File: config.mk
export PLATFORM = sky130hd
export DESIGN_NAME = hero_write_arb_flat
export DESIGN_NICKNAME = d
export VERILOG_FILES = /design/src/rtl/hero_write_arb_pkg.sv /design/src/rtl/hero_write_arb_if.sv /design/src/rtl/hero_rr_pick.sv /design/src/rtl/hero_write_arb.sv /design/src/flat_wrapper.sv
export SDC_FILE = /design/constraint.sdc
export NUM_CORES = 1
export LEC_CHECK = 0
export CELL_PAD_IN_SITES_DETAIL_PLACEMENT = 0
export CELL_PAD_IN_SITES_GLOBAL_PLACEMENT = 1
export CORE_AREA = 2 2 119 121
export CTS_BUF_LIST = sky130_fd_sc_hd__clkbuf_2
export DETAILED_ROUTE_END_ITERATION = 6
export DIE_AREA = 0 0 121 123
export PLACE_DENSITY = 0.82
export SLEW_MARGIN = 15
export SYNTH_ARGS = -nofsm -noshare
export SYNTH_HDL_FRONTEND = slang
export SYNTH_SLANG_ARGS = --single-unit
File: constraint.sdc
create_clock -name clk -period 2.9 [get_ports clk]
set_input_delay 0.29 -clock clk [delete_from_list [all_inputs] [get_ports clk]]
set_output_delay 0.29 -clock clk [all_outputs]
set_load 0.01 [all_outputs]
File: src/rtl/hero_write_arb_pkg.sv
// hero_write_arb_pkg: shared hero bus types and arbiter constants
package hero_write_arb_pkg;
  typedef enum logic [1:0] {
    CYCLE_TYPE_IDLE  = 2'd0,
    CYCLE_TYPE_VALID = 2'd1,
    CYCLE_TYPE_DONE  = 2'd2
  } CYCLE_TYPE_E;
  typedef struct packed {
    CYCLE_TYPE_E cycle_type;
    logic [31:0] data;
  } hero_write_t;
  localparam int HERO_ARB_NUM_REQ       = 4;
  localparam int HERO_ARB_NUM_REQ_WIDTH = $clog2(HERO_ARB_NUM_REQ);
  typedef enum logic {
    ARB,    // no lock held; next grant chosen round-robin from rr_ptr
    LOCKED  // owner holds the bus until its DONE beat or an idle timeout
  } HERO_ARB_STATE_E;
endpackage

File: src/rtl/hero_write_arb_if.sv
// hero_write_arb_if: requester-side and downstream hero bus signals of the arbiter
interface hero_write_arb_if import hero_write_arb_pkg::*; #(
  parameter int NUM_REQ = HERO_ARB_NUM_REQ
);
  hero_write_t [NUM_REQ-1:0]   req_write;
  logic [NUM_REQ-1:0]          req_ready;
  logic [NUM_REQ-1:0]          req_mask;
  hero_write_t                 out_write;
  logic                        out_ready;
  logic [$clog2(NUM_REQ)-1:0]  owner;
  logic                        owner_vld;
  logic                        timeout_err;
  modport master (
    output req_write, req_mask, out_ready,
    input  req_ready, out_write, owner, owner_vld, timeout_err
  );
  modport slave (
    input  req_write, req_mask, out_ready,
    output req_ready, out_write, owner, owner_vld, timeout_err
  );
endinterface

File: src/rtl/hero_rr_pick.sv
// hero_rr_pick: first set candidate scanning upward from rr_ptr, modulo NUM_REQ
module hero_rr_pick #(
  parameter int NUM_REQ = 4
) (
  input  logic [NUM_REQ-1:0]         cand,
  input  logic [$clog2(NUM_REQ)-1:0] rr_ptr,
  output logic                       pick_vld,
  output logic [$clog2(NUM_REQ)-1:0] pick_idx
);
  localparam int W = $clog2(NUM_REQ);
  int j;
  always_comb begin
    pick_vld = 1'b0;
    pick_idx = '0;
    j = 0;
    for (int k = NUM_REQ - 1; k >= 0; k--) begin
      j = (int'(rr_ptr) + k) % NUM_REQ;
      if (cand[W'(j)]) begin
        pick_vld = 1'b1;
        pick_idx = W'(j);
      end
    end
  end
endmodule

File: src/rtl/hero_write_arb.sv
// hero_write_arb: round-robin lock arbiter sharing one registered hero write bus
module hero_write_arb import hero_write_arb_pkg::*; #(
  parameter int NUM_REQ = HERO_ARB_NUM_REQ,
  parameter int TIMEOUT = 16
) (
  input logic             clk,
  input logic             rst,
  hero_write_arb_if.slave bus
);
  localparam int W  = $clog2(NUM_REQ);
  localparam int CW = $clog2(TIMEOUT);
  HERO_ARB_STATE_E    state, state_nxt;
  logic [W-1:0]       rr_ptr, rr_nxt, owner_nxt, pick_idx;
  logic [CW-1:0]      idle_cnt, idle_nxt;
  logic [NUM_REQ-1:0] cand, ready;
  logic               pick_vld, out_free, timeout_nxt;
  hero_write_t        owner_beat, load_beat;
  function automatic logic [W-1:0] wrap_inc(input logic [W-1:0] v);
    return (v == W'(NUM_REQ - 1)) ? '0 : v + 1'b1;
  endfunction
  always_comb begin
    cand = '0;
    for (int i = 0; i < NUM_REQ; i++)
      cand[i] = bus.req_mask[i] && (bus.req_write[i].cycle_type != CYCLE_TYPE_IDLE);
  end
  hero_rr_pick #(.NUM_REQ(NUM_REQ)) u_pick (
    .cand     (cand),
    .rr_ptr   (rr_ptr),
    .pick_vld (pick_vld),
    .pick_idx (pick_idx)
  );
  assign out_free      = (bus.out_write.cycle_type == CYCLE_TYPE_IDLE) || bus.out_ready;
  assign owner_beat    = bus.req_write[bus.owner];
  assign bus.req_ready = rst ? '0 : ready;
  assign bus.owner_vld = state == LOCKED;
  always_comb begin
    state_nxt   = state;
    rr_nxt      = rr_ptr;
    idle_nxt    = idle_cnt;
    owner_nxt   = bus.owner;
    ready       = '0;
    load_beat   = '0;
    timeout_nxt = 1'b0;
    if (state == ARB) begin
      if (pick_vld && out_free) begin
        ready[pick_idx] = 1'b1;
        load_beat       = bus.req_write[pick_idx];
        if (load_beat.cycle_type == CYCLE_TYPE_VALID) begin
          state_nxt = LOCKED;
          owner_nxt = pick_idx;
          idle_nxt  = '0;
        end else begin
          rr_nxt = wrap_inc(pick_idx);
        end
      end
    end else if (owner_beat.cycle_type == CYCLE_TYPE_IDLE) begin
      // An idle owner is a legal bubble until it has idled TIMEOUT times in a row
      if (idle_cnt == CW'(TIMEOUT - 1)) begin
        state_nxt   = ARB;
        rr_nxt      = wrap_inc(bus.owner);
        idle_nxt    = '0;
        timeout_nxt = 1'b1;
      end else begin
        idle_nxt = idle_cnt + 1'b1;
      end
    end else if (out_free) begin
      ready[bus.owner] = 1'b1;
      load_beat        = owner_beat;
      idle_nxt         = '0;
      if (owner_beat.cycle_type == CYCLE_TYPE_DONE) begin
        state_nxt = ARB;
        rr_nxt    = wrap_inc(bus.owner);
      end
    end
  end
  always_ff @(posedge clk) begin
    if (rst) begin
      state           <= ARB;
      rr_ptr          <= '0;
      idle_cnt        <= '0;
      bus.owner       <= '0;
      bus.out_write   <= '0;
      bus.timeout_err <= 1'b0;
    end else begin
      state           <= state_nxt;
      rr_ptr          <= rr_nxt;
      idle_cnt        <= idle_nxt;
      bus.owner       <= owner_nxt;
      bus.out_write   <= out_free ? load_beat : bus.out_write;
      bus.timeout_err <= timeout_nxt;
    end
  end
endmodule
File: src/flat_wrapper.sv
// flat-port wrapper written by rule: the top's interface ports become plain ports
module hero_write_arb_flat import hero_write_arb_pkg::*;
#(
  parameter int NUM_REQ = HERO_ARB_NUM_REQ,
  parameter int TIMEOUT = 16
)
  (clk, rst, bus_req_write, bus_req_mask, bus_out_ready, bus_req_ready, bus_out_write, bus_owner, bus_owner_vld, bus_timeout_err);
  hero_write_arb_if #(.NUM_REQ(NUM_REQ)) bus_i ();
  input logic clk;
  input logic rst;
  input wire logic [$bits(bus_i.req_write)-1:0] bus_req_write;
  input wire logic [$bits(bus_i.req_mask)-1:0] bus_req_mask;
  input wire logic [$bits(bus_i.out_ready)-1:0] bus_out_ready;
  output wire logic [$bits(bus_i.req_ready)-1:0] bus_req_ready;
  output wire logic [$bits(bus_i.out_write)-1:0] bus_out_write;
  output wire logic [$bits(bus_i.owner)-1:0] bus_owner;
  output wire logic [$bits(bus_i.owner_vld)-1:0] bus_owner_vld;
  output wire logic [$bits(bus_i.timeout_err)-1:0] bus_timeout_err;
  assign bus_i.req_write = bus_req_write;
  assign bus_i.req_mask = bus_req_mask;
  assign bus_i.out_ready = bus_out_ready;
  assign bus_req_ready = bus_i.req_ready;
  assign bus_out_write = bus_i.out_write;
  assign bus_owner = bus_i.owner;
  assign bus_owner_vld = bus_i.owner_vld;
  assign bus_timeout_err = bus_i.timeout_err;
  hero_write_arb #(.NUM_REQ(NUM_REQ), .TIMEOUT(TIMEOUT)) u_core (.clk(clk), .rst(rst), .bus(bus_i));
endmodule
==> metrics.md, run 1 <==
| Metric | Value |
|---|---|
| Fin Setup TNS | `0 ns` |
| Setup Skew | `0.0180 ns` |
| Final std cells w/o fill | `860` |
| Worst rel slew slack | `61.0%` |
| Post-synth top area cell | `dfxtp_1` |
| Io pins | `between 150 and 200` |
| Initial antenna violation count | `1` |
| Clock power frac | `6.1%` |
| Root Buffer | `clkbuf_2` |
| Drt drc | `0` |
| Worst vdd ir | `about 0.00046 V` |
| Via density | `5.45` |
| Die width | `121 um` |
| Setup crit end kind | `output port` |
| Sw Ratio | `43.1%` |
| Crit Path Max Fanout | `7` |
| Clock-pin slew on the worst setup and hold paths | `0.23 ns` |
| Setup Buffers After CTS | `0` |
| Crit path kind | `in -> out` |
| Largest net degree at the start of global routing | `45` |
| Mapped Nets | `651` |
| Internal cell power | `2.44 mW` |
| Unrepaired setup endpoints after global routing | `true` |
| CTS tree | `built` |
| Post-synth EDFFs | `0` |
| Ys Warns | `0` |
| Cells after Synth | `approximately 500` |
| # clock sinks | `44` |
| Worst-skew pair later-pin latency | `around 0.40 ns` |
| DIE HEIGHT | `123 um` |
| Area delta synth->final | `54.1%` |
| Seq pwr share | `23.5%` |
| Slew @ Worst Pin | `0.580 ns` |
| Post-synthesis cell area | `slightly above 4000 um^2` |
| Final period util | `96.4%` |
| First-pass GRT wire length | `23800 um` |
| H-tree depth | `2` |
| Arr. time, crit path | `2.51 ns` |
| Max-Cap Viols | `0` |
| Cell Count Post-Placement | `851` |
| Max Clock Freq | `358 MHz` |
| WL per Instance | `17.4 um` |
| Final hold vios | `0` |
| Async SR Flop Fraction | `0%` |
| Vias | `4688` |
| Seq cells post-synth | `44` |
| Hold Crit Class | `in -> reg` |
| Initial core utilization | `30.5%` |
| Critical Path Source Type | `input pin` |
| Hold Slack | `0.112 ns` |
| Cts bufs inserted | `5` |
| GRT Util Overall | `20.0%` |
| Number of global-route vias before repair | `4771` |
| Power density cells | `671 nW/um^2` |
| Power Total | `4.29 mW` |
| Core area | `between 10000 and 15000 um^2` |
| # nets final | `830` |
| Status | `finished, final reports clean` |
| Avg Synthesized Cell Area | `8.31 um^2` |
| Antenna-violating nets left | `0` |
| Post-layout min period | `2.80 ns` |
| Gate power share | `70.4%` |
| NetSw | `approximately 1.8 mW` |
| Ranking of synthesized cells by area | `dfxtp_1, mux4_2, nand2_1` |
| Total wire length | `14900 um` |
| Hold_buf cts | `0` |
| # setup viols final | `0` |
| Sequential element share of the synthesized area | `21.2%` |
| Share of the synthesized area in the top cell type | `about a fifth` |
| IO buf count | `184` |
| Netlist cell types | `47` |
| Share of layout cells above drive strength 1 | `19.0%` |
| Die area | `14900 um^2` |
| # rows | `43` |
| Most used DFF post-synth | `dfxtp_1` |
| Resize count post-CTS | `0` |
| HPWL after detailed placement | `11100 um` |
| Grt total ovfl | `0` |
| LEAKAGE | `~2.5 nW` |
| Final GP Congestion | `between 0.9 and 1` |
| Detailed Route Iter0 Violations | `300` |
| Max Buffers Root-to-Sink | `2` |
| DR pass1 iterations | `6` |
| Slew Limit Fails | `0` |
| Req. time, crit path | `2.61 ns` |
## worst paths after layout
| kind | from | end | slack, ns | cells after the start |
|---|---|---|---|---|
| max | bus_req_write[101] | bus_req_ready[3] | 0.10 | 9 |
| min | rst | u_core.rr_ptr[0]$_SDFFE_PP0P_ | 0.11 | 2 |
| max reg2reg | u_core.rr_ptr[1]$_SDFFE_PP0P_ | u_core.bus.out_write[11]$_SDFFE_PP0N_ | 0.43 | 9 |
| min reg2reg | u_core.bus.out_write[4]$_SDFFE_PP0N_ | u_core.bus.out_write[4]$_SDFFE_PP0N_ | 0.51 | 2 |
## stage by stage
stage	cell area [um^2]	utilization [%]	setup slack, ns
3_3_place_gp	6320	46.5	0.0588
6_report	6390	47.0	0.104
4_1_cts	6360	46.8	0.0100
3_5_place_dp	6320	46.5	-0.0635
2_1_floorplan	4150	-	0.540
5_1_grt	6390	47.0	-0.0150
## area by class of cell
cell class / count / area (um^2)
Fill cell: 1334 / 7220
Timing Repair Buffer: 216 / 2120
Sequential cell: 44 / 890
Tap cell: 180 / 225
Clock inverter: 1 / 3.75
Multi-Input combinational cell: 403 / 3090
Antenna cell: 1 / 2.50
Inverter: 8 / 30.0
Clock buffer: 7 / 35.0
## state kept, by name, summed over array words and instances, names as in the netlist
name                    cells
u_core.bus.owner            2
u_core.bus.timeout_err      1
u_core.bus.out_write       34
u_core.rr_ptr               2
u_core.bus.owner_vld        1
u_core.idle_cnt             4
## cell usage after synthesis, drive strengths merged, types with 3 or more instances
cell,instances
a211oi,5
dfxtp,44
a21oi,46
ha,9
inv,8
o221ai,3
clkbuf,25
or2,3
nand3,4
a221o,32
mux2i,5
o21a,4
nand2,101
buf,19
nor3,38
mux4,34
nor2,45
nor2b,7
o21ai,8
mux2,32
## placed cells by master (no fill, tap or decap), types with 2 or more instances in the layout
cell type and instances:
buf_12 3, nor2_4 2, nor3_1 37, dfxtp_2 4, nor2b_1 6, nand2b_1 2
a211oi_1 5, nor2_1 42, o41ai_1 2, inv_1 6, or2_2 3, mux2_2 32
o21a_1 2, and3_1 2, buf_4 29, a32oi_1 2, o21ai_0 6, clkdlybuf4s50_1 182
a311oi_1 2, a222oi_1 2, inv_2 2, nand3_1 4, mux4_2 34, ha_1 9
a22o_1 2, dfxtp_1 39, mux2i_1 4, a21oi_1 46, nand2_1 101, clkbuf_2 7
a221o_1 32, o21a_2 2, o221ai_1 3
## worst max-delay path: stages
cell and delay, ns:
clkdlybuf4s50_1 0.52, o21a_2 0.25, a31oi_2 0.14, o22ai_4 0.27
inv_2 0.10, ha_1 0.21, a32oi_1 0.17, nor2_1 0.06
clkdlybuf4s50_1 0.49
## cell families after synthesis
kind of cell	share of synthesized area, %
and+or+nand+nor	21.4
AOI/OAI and AO/OA	21.1
muxes	28.4
buffers and inverters	5.19
DFF	21.2
adders and majority gates	2.71
## per-layer routing
metal  global-route usage, %  vias to the layer above  routed length [um]
met5                       0                        -                   0
met4                    6.76                        0                 296
met3                    3.41                       20                1090
met2                    34.6                      217                7360
met1                    25.2                     2213                6180
li1                        -                     2238                   -
## power by group through the flow
stage	clock network, mW	logic, mW	registers [mW]
3_5_place_dp	0	3.02	1.02
2_1_floorplan	0	1.73	1.06
6_report	0.262	3.02	1.01
4_1_cts	0.283	3.03	1.01
5_1_grt	0.303	3.31	1.04
3_3_place_gp	0	2.98	1.01
(Power assumes the default switching activity.)
==> run 2: changes to the inputs <==
- SETUP_SLACK_MARGIN: not set -> 0.02
==> run 2 against run 1 <==
Count of clock-buffer cells in the layout unchanged. Via count hardly changed. Highest routed layer unchanged. Clock skew rose by 0.0030 ns. Sequential power about the same. Routed wire length rose by 0.25%. Power is 0.40% higher. Utilization rose by 0.16 points. Non-clock buffer count is the same. Combinational power about the same.
==> metrics.md, run 2 (synthesis results as in run 1) <==
| Metric | Value |
|---|---|
| IO buf count | `184 (unchanged)` |
| Status | `finished, final reports clean (unchanged)` |
| Root Buffer | `clkbuf_2 (unchanged)` |
| Final hold vios | `0 (unchanged)` |
| Crit path kind | `in -> out (unchanged)` |
| # rows | `43 (unchanged)` |
| Reg2reg end | `u_core.bus.out_write[11]$_SDFFE_PP0N_ (unchanged)` |
| Hold Crit Class | `in -> reg (unchanged)` |
| Clock power frac | `6.1% (about the same)` |
| Grt total ovfl | `0 (unchanged)` |
| Hold Slack | `0.111 ns (was 0.112 ns)` |
| Power density cells | `671 nW/um^2 (about the same)` |
| Io pins | `185 (unchanged)` |
| Cts bufs inserted | `5 (unchanged)` |
| Setup crit end kind | `output port (unchanged)` |
| Crit Path Max Fanout | `5 (was 7)` |
| LEAKAGE | `2.46 nW (about the same)` |
| Critical Path Source Type | `input pin (unchanged)` |
| Commonest non-fill, non-tap cells in the layout | `clkdlybuf4s50_1, nand2_1, a21oi_1 (unchanged)` |
| Hold Crit Start | `rst (unchanged)` |
| # nets final | `830 (unchanged)` |
| Setup WS post-layout | `0.119 ns (was 0.104 ns)` |
| Largest net degree at the start of global routing | `45 (unchanged)` |
| H-tree depth | `2 (unchanged)` |
| Multi-input logic area | `3110 um^2 (was 3090 um^2)` |
| Die area | `14900 um^2 (unchanged)` |
| Power Total | `4.30 mW (was 4.29 mW)` |
| Share of layout cells above drive strength 1 | `19.0% (unchanged)` |
| Hold path depth | `2 (unchanged)` |
| Unrepaired setup endpoints after global routing | `true (unchanged)` |
| Antenna-violating nets left | `0 (unchanged)` |
| # setup viols final | `0 (unchanged)` |
| Arr. time, crit path | `2.49 ns (was 2.51 ns)` |
| Slew @ Worst Pin | `0.577 ns (was 0.580 ns)` |
| Setup Buffers After CTS | `0 (unchanged)` |
| Worst r2r src | `u_core.rr_ptr[1]$_SDFFE_PP0P_ (unchanged)` |
| WL per Instance | `17.4 um (about the same)` |
| Crit. Startpoint | `bus_req_write[134] (was bus_req_write[101])` |
| Detailed Route Iter0 Violations | `279 (was 300)` |
| Hold Path Sink | `u_core.rr_ptr[0]$_SDFFE_PP0P_ (unchanged)` |
| Worst vdd ir | `0.000448 V (was 0.000459 V)` |
| Initial core utilization | `30.5% (unchanged)` |
| Drt drc | `0 (unchanged)` |
| Max reg flops | `34 (unchanged)` |
| Req. time, crit path | `2.61 ns (about the same)` |
| Die width | `121 um (unchanged)` |
| Final period util | `95.9% (was 96.4%)` |
| Worst rel slew slack | `61.3% (was 61.0%)` |
| Worst R2R Path Depth | `9 (unchanged)` |
| Post-Place Setup Slack | `-0.0635 ns (unchanged)` |
| Hold_buf cts | `0 (unchanged)` |
| Worst-skew pair later-pin latency | `0.40 ns (about the same)` |
| Gate power share | `70.4% (about the same)` |
| Slew Limit Fails | `0 (unchanged)` |
| DR pass1 iterations | `7 (was 6)` |
| Setup Skew | `0.0210 ns (was 0.0180 ns)` |
| Regs by FF count | `u_core.bus.out_write (34), u_core.idle_cnt (4) (unchanged)` |
| Total wire length | `15000 um (was 14900 um)` |
| Register area | `892 um^2 (was 890 um^2)` |
| Number of global-route vias before repair | `4771 (unchanged)` |
| Resize count post-CTS | `1 (was 0)` |
| Post-layout min period | `2.78 ns (was 2.80 ns)` |
| Core area | `13600 um^2 (unchanged)` |
| Seq pwr share | `23.6% (was 23.5%)` |
| R2R Setup Slk | `0.46 ns (was 0.43 ns)` |
| NetSw | `1.86 mW (was 1.85 mW)` |
| Sw Ratio | `43.1% (about the same)` |
| Largest Register | `u_core.bus.out_write (unchanged)` |
| Max-Cap Viols | `0 (unchanged)` |
| GRT Util Overall | `20.0% (unchanged)` |
| Internal cell power | `2.45 mW (was 2.44 mW)` |
| DIE HEIGHT | `123 um (unchanged)` |
| Initial antenna violation count | `1 (unchanged)` |
| Commonest non-fill, non-tap cell in the layout | `clkdlybuf4s50_1 (unchanged)` |
| Clock-pin slew on the worst setup and hold paths | `0.23 ns (about the same)` |
| Vias | `4690 (was 4688)` |
| # clock sinks | `44 (unchanged)` |
| Via density | `5.45 (about the same)` |
| CTS tree | `built (unchanged)` |
| Max Clock Freq | `360 MHz (was 358 MHz)` |
| Fillers | `1334 (unchanged)` |
| Area delta synth->final | `54.6% (was 54.1%)` |
| Max Buffers Root-to-Sink | `2 (unchanged)` |
| HPWL after detailed placement | `11100 um (unchanged)` |
| Final GP Congestion | `0.937 (unchanged)` |
| Fin Setup TNS | `0 ns (unchanged)` |
| First-pass GRT wire length | `23800 um (unchanged)` |
[run 2: cell counts in the layout (fill, tap and decap cells not counted)]
Identical to the previous run, type by type.
[run 2: metal layers]
metal  vias up  share of wire (%)  track usage, %  routed length, um
met5         -                  0               0                  0
met4         0                1.9            6.76                289
met3        18                7.3            3.41               1100
met2       214                 50            34.6               7430
met1      2223                 41            25.2               6150
li1       2235                  -               -                  -
[run 2: worst max-delay path by stage]
| stage | end | slack [ns] | cells past startpoint |
|---|---|---|---|
| final | bus_req_ready[3] | 0.12 | 9 |
| after global routing | bus_req_ready[3] | 0.005 | 9 |
| after CTS | bus_req_ready[0] | 0.05 | 6 |
| after detailed placement | u_core.bus.out_write[11]$_SDFFE_PP0N_ | -0.06 | 10 |
| after global placement | u_core.bus.out_write[11]$_SDFFE_PP0N_ | 0.06 | 10 |
| after floorplan | u_core.bus.out_write[0]$_SDFFE_PP0N_ | 0.54 | 6 |
[run 2: power by group through the flow]
stage | clock, mW | combinational [mW] | sequential [mW]
after detailed placement | 0 | 3.02 | 1.02
final | 0.261 | 3.03 | 1.01
after floorplan | 0 | 1.73 | 1.06
after global routing | 0.303 | 3.32 | 1.04
after global placement | 0 | 2.98 | 1.01
after CTS | 0.283 | 3.03 | 1.01
[run 2: worst max-delay path, stage by stage]
cell and delay, ns:
clkdlybuf4s50_1 0.50, o21ai_1 0.31, a31oi_2 0.09, o22ai_4 0.27, inv_2 0.10, ha_1 0.21, a32oi_1 0.17, nor2_1 0.06
clkdlybuf4s50_1 0.49
[run 2: stage by stage]
stage                     cell area, um^2  cells  utilization, %
final                                6410    860            47.1
after detailed placement             6320    851            46.5
after global placement               6320    851            46.5
after floorplan                      4150    499               -
after global routing                 6410    860            47.1
after CTS                            6360    859            46.8
[run 2: cell type report]
class / count / area share, %
antenna: 1 / 0.0390
multi-input combinational: 403 / 48.4
clock buffer: 7 / 0.546
clock inverter: 1 / 0.0585
tap: 180 / 3.51
sequential: 44 / 13.9
inverter: 8 / 0.468
timing repair buffer: 216 / 33.0
==> run 3: changes to the inputs <==
--- a/config.mk
+++ b/config.mk
@@ -9,7 +9,7 @@
 export CELL_PAD_IN_SITES_GLOBAL_PLACEMENT = 1
-export CORE_AREA = 2 2 119 121
+export CORE_AREA = 2 2 116 118
 export CTS_BUF_LIST = sky130_fd_sc_hd__clkbuf_2
 export DETAILED_ROUTE_END_ITERATION = 6
-export DIE_AREA = 0 0 121 123
-export PLACE_DENSITY = 0.82
+export DIE_AREA = 0 0 118 120
+export PLACE_DENSITY = 0.86
 export SETUP_SLACK_MARGIN = 0.02
==> constraint.sdc (replaced) <==
create_clock -name clk -period 3.6 [get_ports clk]
set_input_delay 0.54 -clock clk [delete_from_list [all_inputs] [get_ports clk]]
set_output_delay 0.54 -clock clk [all_outputs]
set_load 0.01 [all_outputs]
==> run 3 against run 2 <==
Flip-flop and latch count unchanged. Die area decreased by 4.9%. Final area decreased by 3.0%. Non-clock buffer count decreased by 16. Routed wire length decreased by 0.49%. Count of clock-buffer cells in the layout decreased by 2. Final cell count decreased by 2.4%. Critical path type unchanged. Largest cell class unchanged.
==> metrics.md, run 3 (synthesis results as in run 1) <==
| Metric | Value |
|---|---|
| Final hold vios | `0 (unchanged)` |
| Commonest non-fill, non-tap cell in the layout | `clkdlybuf4s50_1 (unchanged)` |
| NetSw | `1.50 mW (was 1.86 mW)` |
| Worst R2R Path Depth | `9 (unchanged)` |
| Seq pwr share | `23.4% (was 23.6%)` |
| Antenna-violating nets left | `0 (unchanged)` |
| Hold Crit Start | `u_core.bus.out_write[10]$_SDFFE_PP0N_ (was rst)` |
| Hold_buf cts | `0 (unchanged)` |
| DR pass1 iterations | `5 (was 7)` |
| Status | `finished, final reports clean (unchanged)` |
| WL per Instance | `17.8 um (was 17.4 um)` |
| Commonest non-fill, non-tap cells in the layout | `clkdlybuf4s50_1, nand2_1, a21oi_1 (unchanged)` |
| Sw Ratio | `44.3% (was 43.1%)` |
| Hold path depth | `2 (unchanged)` |
| # nets final | `814 (was 830)` |
| Number of global-route vias before repair | `4711 (was 4771)` |
| Clock power frac | `6.3% (was 6.1%)` |
| Worst vdd ir | `0.000431 V (was 0.000448 V)` |
| Hold Crit Class | `reg -> reg (was in -> reg)` |
| Hold Path Sink | `u_core.bus.out_write[10]$_SDFFE_PP0N_ (was u_core.rr_ptr[0]$_SDFFE_PP0P_)` |
| IO buf count | `184 (unchanged)` |
| # setup viols final | `0 (unchanged)` |
| Gate power share | `70.3% (was 70.4%)` |
| Critical Path Source Type | `input pin (unchanged)` |
| Via density | `5.59 (was 5.45)` |
| GRT Util Overall | `20.7% (was 20.0%)` |
| Max reg flops | `34 (unchanged)` |
| Power density cells | `546 nW/um^2 (was 671 nW/um^2)` |
| LEAKAGE | `2.35 nW (was 2.46 nW)` |
| Total wire length | `14900 um (was 15000 um)` |
| Req. time, crit path | `3.06 ns (was 2.61 ns)` |
| Cts bufs inserted | `5 (unchanged)` |
| Setup crit end kind | `output port (unchanged)` |
| Setup Buffers After CTS | `0 (unchanged)` |
| Slew @ Worst Pin | `0.654 ns (was 0.577 ns)` |
| Worst rel slew slack | `56.1% (was 61.3%)` |
| Internal cell power | `1.89 mW (was 2.45 mW)` |
| CTS tree | `built (unchanged)` |
| Final period util | `94.7%` |
| Setup Skew | `0.0404 ns (was 0.0210 ns)` |
| HPWL after detailed placement | `10900 um (was 11100 um)` |
| Io pins | `185 (unchanged)` |
| DIE HEIGHT | `120 um (was 123 um)` |
| Die width | `118 um (was 121 um)` |
| Area delta synth->final | `49.9% (was 54.6%)` |
| Initial core utilization | `32.0% (was 30.5%)` |
| Regs by FF count | `u_core.bus.out_write (34), u_core.idle_cnt (4) (unchanged)` |
| Worst-skew pair later-pin latency | `0.41 ns (was 0.40 ns)` |
| Fin Setup TNS | `0 ns (unchanged)` |
| Final GP Congestion | `0.943 (was 0.937)` |
| Slew Limit Fails | `0 (unchanged)` |
| Clock-pin slew on the worst setup and hold paths | `0.21 ns (was 0.23 ns)` |
| Arr. time, crit path | `2.87 ns (was 2.49 ns)` |
| # diodes | `0 (was 1)` |
| Max Buffers Root-to-Sink | `2 (unchanged)` |
| Crit path kind | `in -> out (unchanged)` |
| Reg2reg end | `u_core.bus.owner_vld$_SDFF_PP0_ (was u_core.bus.out_write[11]$_SDFFE_PP0N_)` |
| Detailed Route Iter0 Violations | `366 (was 279)` |
| # rows | `42 (was 43)` |
| Root Buffer | `clkbuf_2 (unchanged)` |
| Resize count post-CTS | `0 (was 1)` |
| Drt drc | `0 (unchanged)` |
| Initial antenna violation count | `0 (was 1)` |
| Cell area after layout | `6220 um^2 (was 6410 um^2)` |
| Worst r2r src | `u_core.rr_ptr[1]$_SDFFE_PP0P_ (unchanged)` |
| Max-Cap Viols | `0 (unchanged)` |
| Crit Path Max Fanout | `7 (was 5)` |
| # clock sinks | `44 (unchanged)` |
| Largest Register | `u_core.bus.out_write (unchanged)` |
| Grt total ovfl | `0 (unchanged)` |
| Max Clock Freq | `293 MHz` |
| Core area | `13000 um^2 (was 13600 um^2)` |
| First-pass GRT wire length | `24200 um (was 23800 um)` |
| R2R Setup Slk | `0.95 ns (was 0.46 ns)` |
| Die area | `14200 um^2 (was 14900 um^2)` |
| Share of layout cells above drive strength 1 | `16.0% (was 19.0%)` |
| Post-layout min period | `3.41 ns` |
| Largest net degree at the start of global routing | `47 (was 45)` |
| H-tree depth | `2 (unchanged)` |
| Vias | `4694 (was 4690)` |
| Unrepaired setup endpoints after global routing | `false (was true)` |
| Placed inst area | `6170 um^2 (was 6320 um^2)` |
[run 3: power groups by stage]
stage	clock, mW	combinational [mW]	sequential [mW]
after floorplan	0	1.39	0.853
after global placement	0	2.35	0.799
after detailed placement	0	2.38	0.806
after CTS	0.230	2.39	0.795
after global routing	0.251	2.59	0.822
final	0.213	2.39	0.794
[run 3: how the worst max path moves through the flow]
| stage | to | slack (ns) | from | cells after the start |
|---|---|---|---|---|
| 3_3_place_gp | bus_req_ready[2] | 0.24 | bus_req_write[67] | 7 |
| 2_1_floorplan | bus_req_ready[2] | 0.88 | bus_req_write[134] | 8 |
| 6_report | bus_req_ready[3] | 0.19 | bus_req_write[134] | 9 |
| 5_1_grt | bus_req_ready[1] | 0.04 | bus_req_write[33] | 7 |
| 3_5_place_dp | bus_req_ready[2] | 0.22 | bus_req_write[33] | 7 |
| 4_1_cts | bus_req_ready[2] | 0.20 | bus_req_write[33] | 7 |
[run 3: worst max-delay path: stages]
cell,delay [ns]
clkdlybuf4s50_1,0.48
o21ai_1,0.34
a31oi_1,0.13
o22ai_4,0.34
inv_2,0.10
ha_1,0.22
a32oi_1,0.17
nor2_1,0.06
clkdlybuf4s50_1,0.47
[run 3: area by class of cell]
cell class	instances	area, um^2
Multi-Input combinational cell	403	3070
Sequential cell	44	883
Fill cell	1269	6760
Inverter	8	30.0
Tap cell	176	220
Clock buffer	5	25.0
Clock inverter	3	18.8
Timing Repair Buffer	200	1970
[run 3: stage by stage]
stage / utilization [%] / total power, mW / hold slack (ns) / setup slack [ns] / cells
4_1_cts: 47.9 / 3.42 / 0.508 / 0.199 / 839
3_3_place_gp: 47.6 / 3.15 / 0.478 / 0.244 / 831
6_report: 47.9 / 3.39 / 0.504 / 0.192 / 839
5_1_grt: 47.9 / 3.66 / 0.527 / 0.0388 / 839
3_5_place_dp: 47.6 / 3.19 / 0.479 / 0.221 / 831
2_1_floorplan: - / 2.24 / 0.478 / 0.882 / 499
[run 3: routing by layer]
layer  global-route usage (%)  wire length (um)  vias up  share of wire (%)
li1                         -                 -     2195                  -
met1                     26.5              6390     2253                 43
met2                     36.0              7330      222                 49
met3                     3.33               865       24                5.8
met4                     5.87               314        0                2.1
met5                        0                 0        -                  0
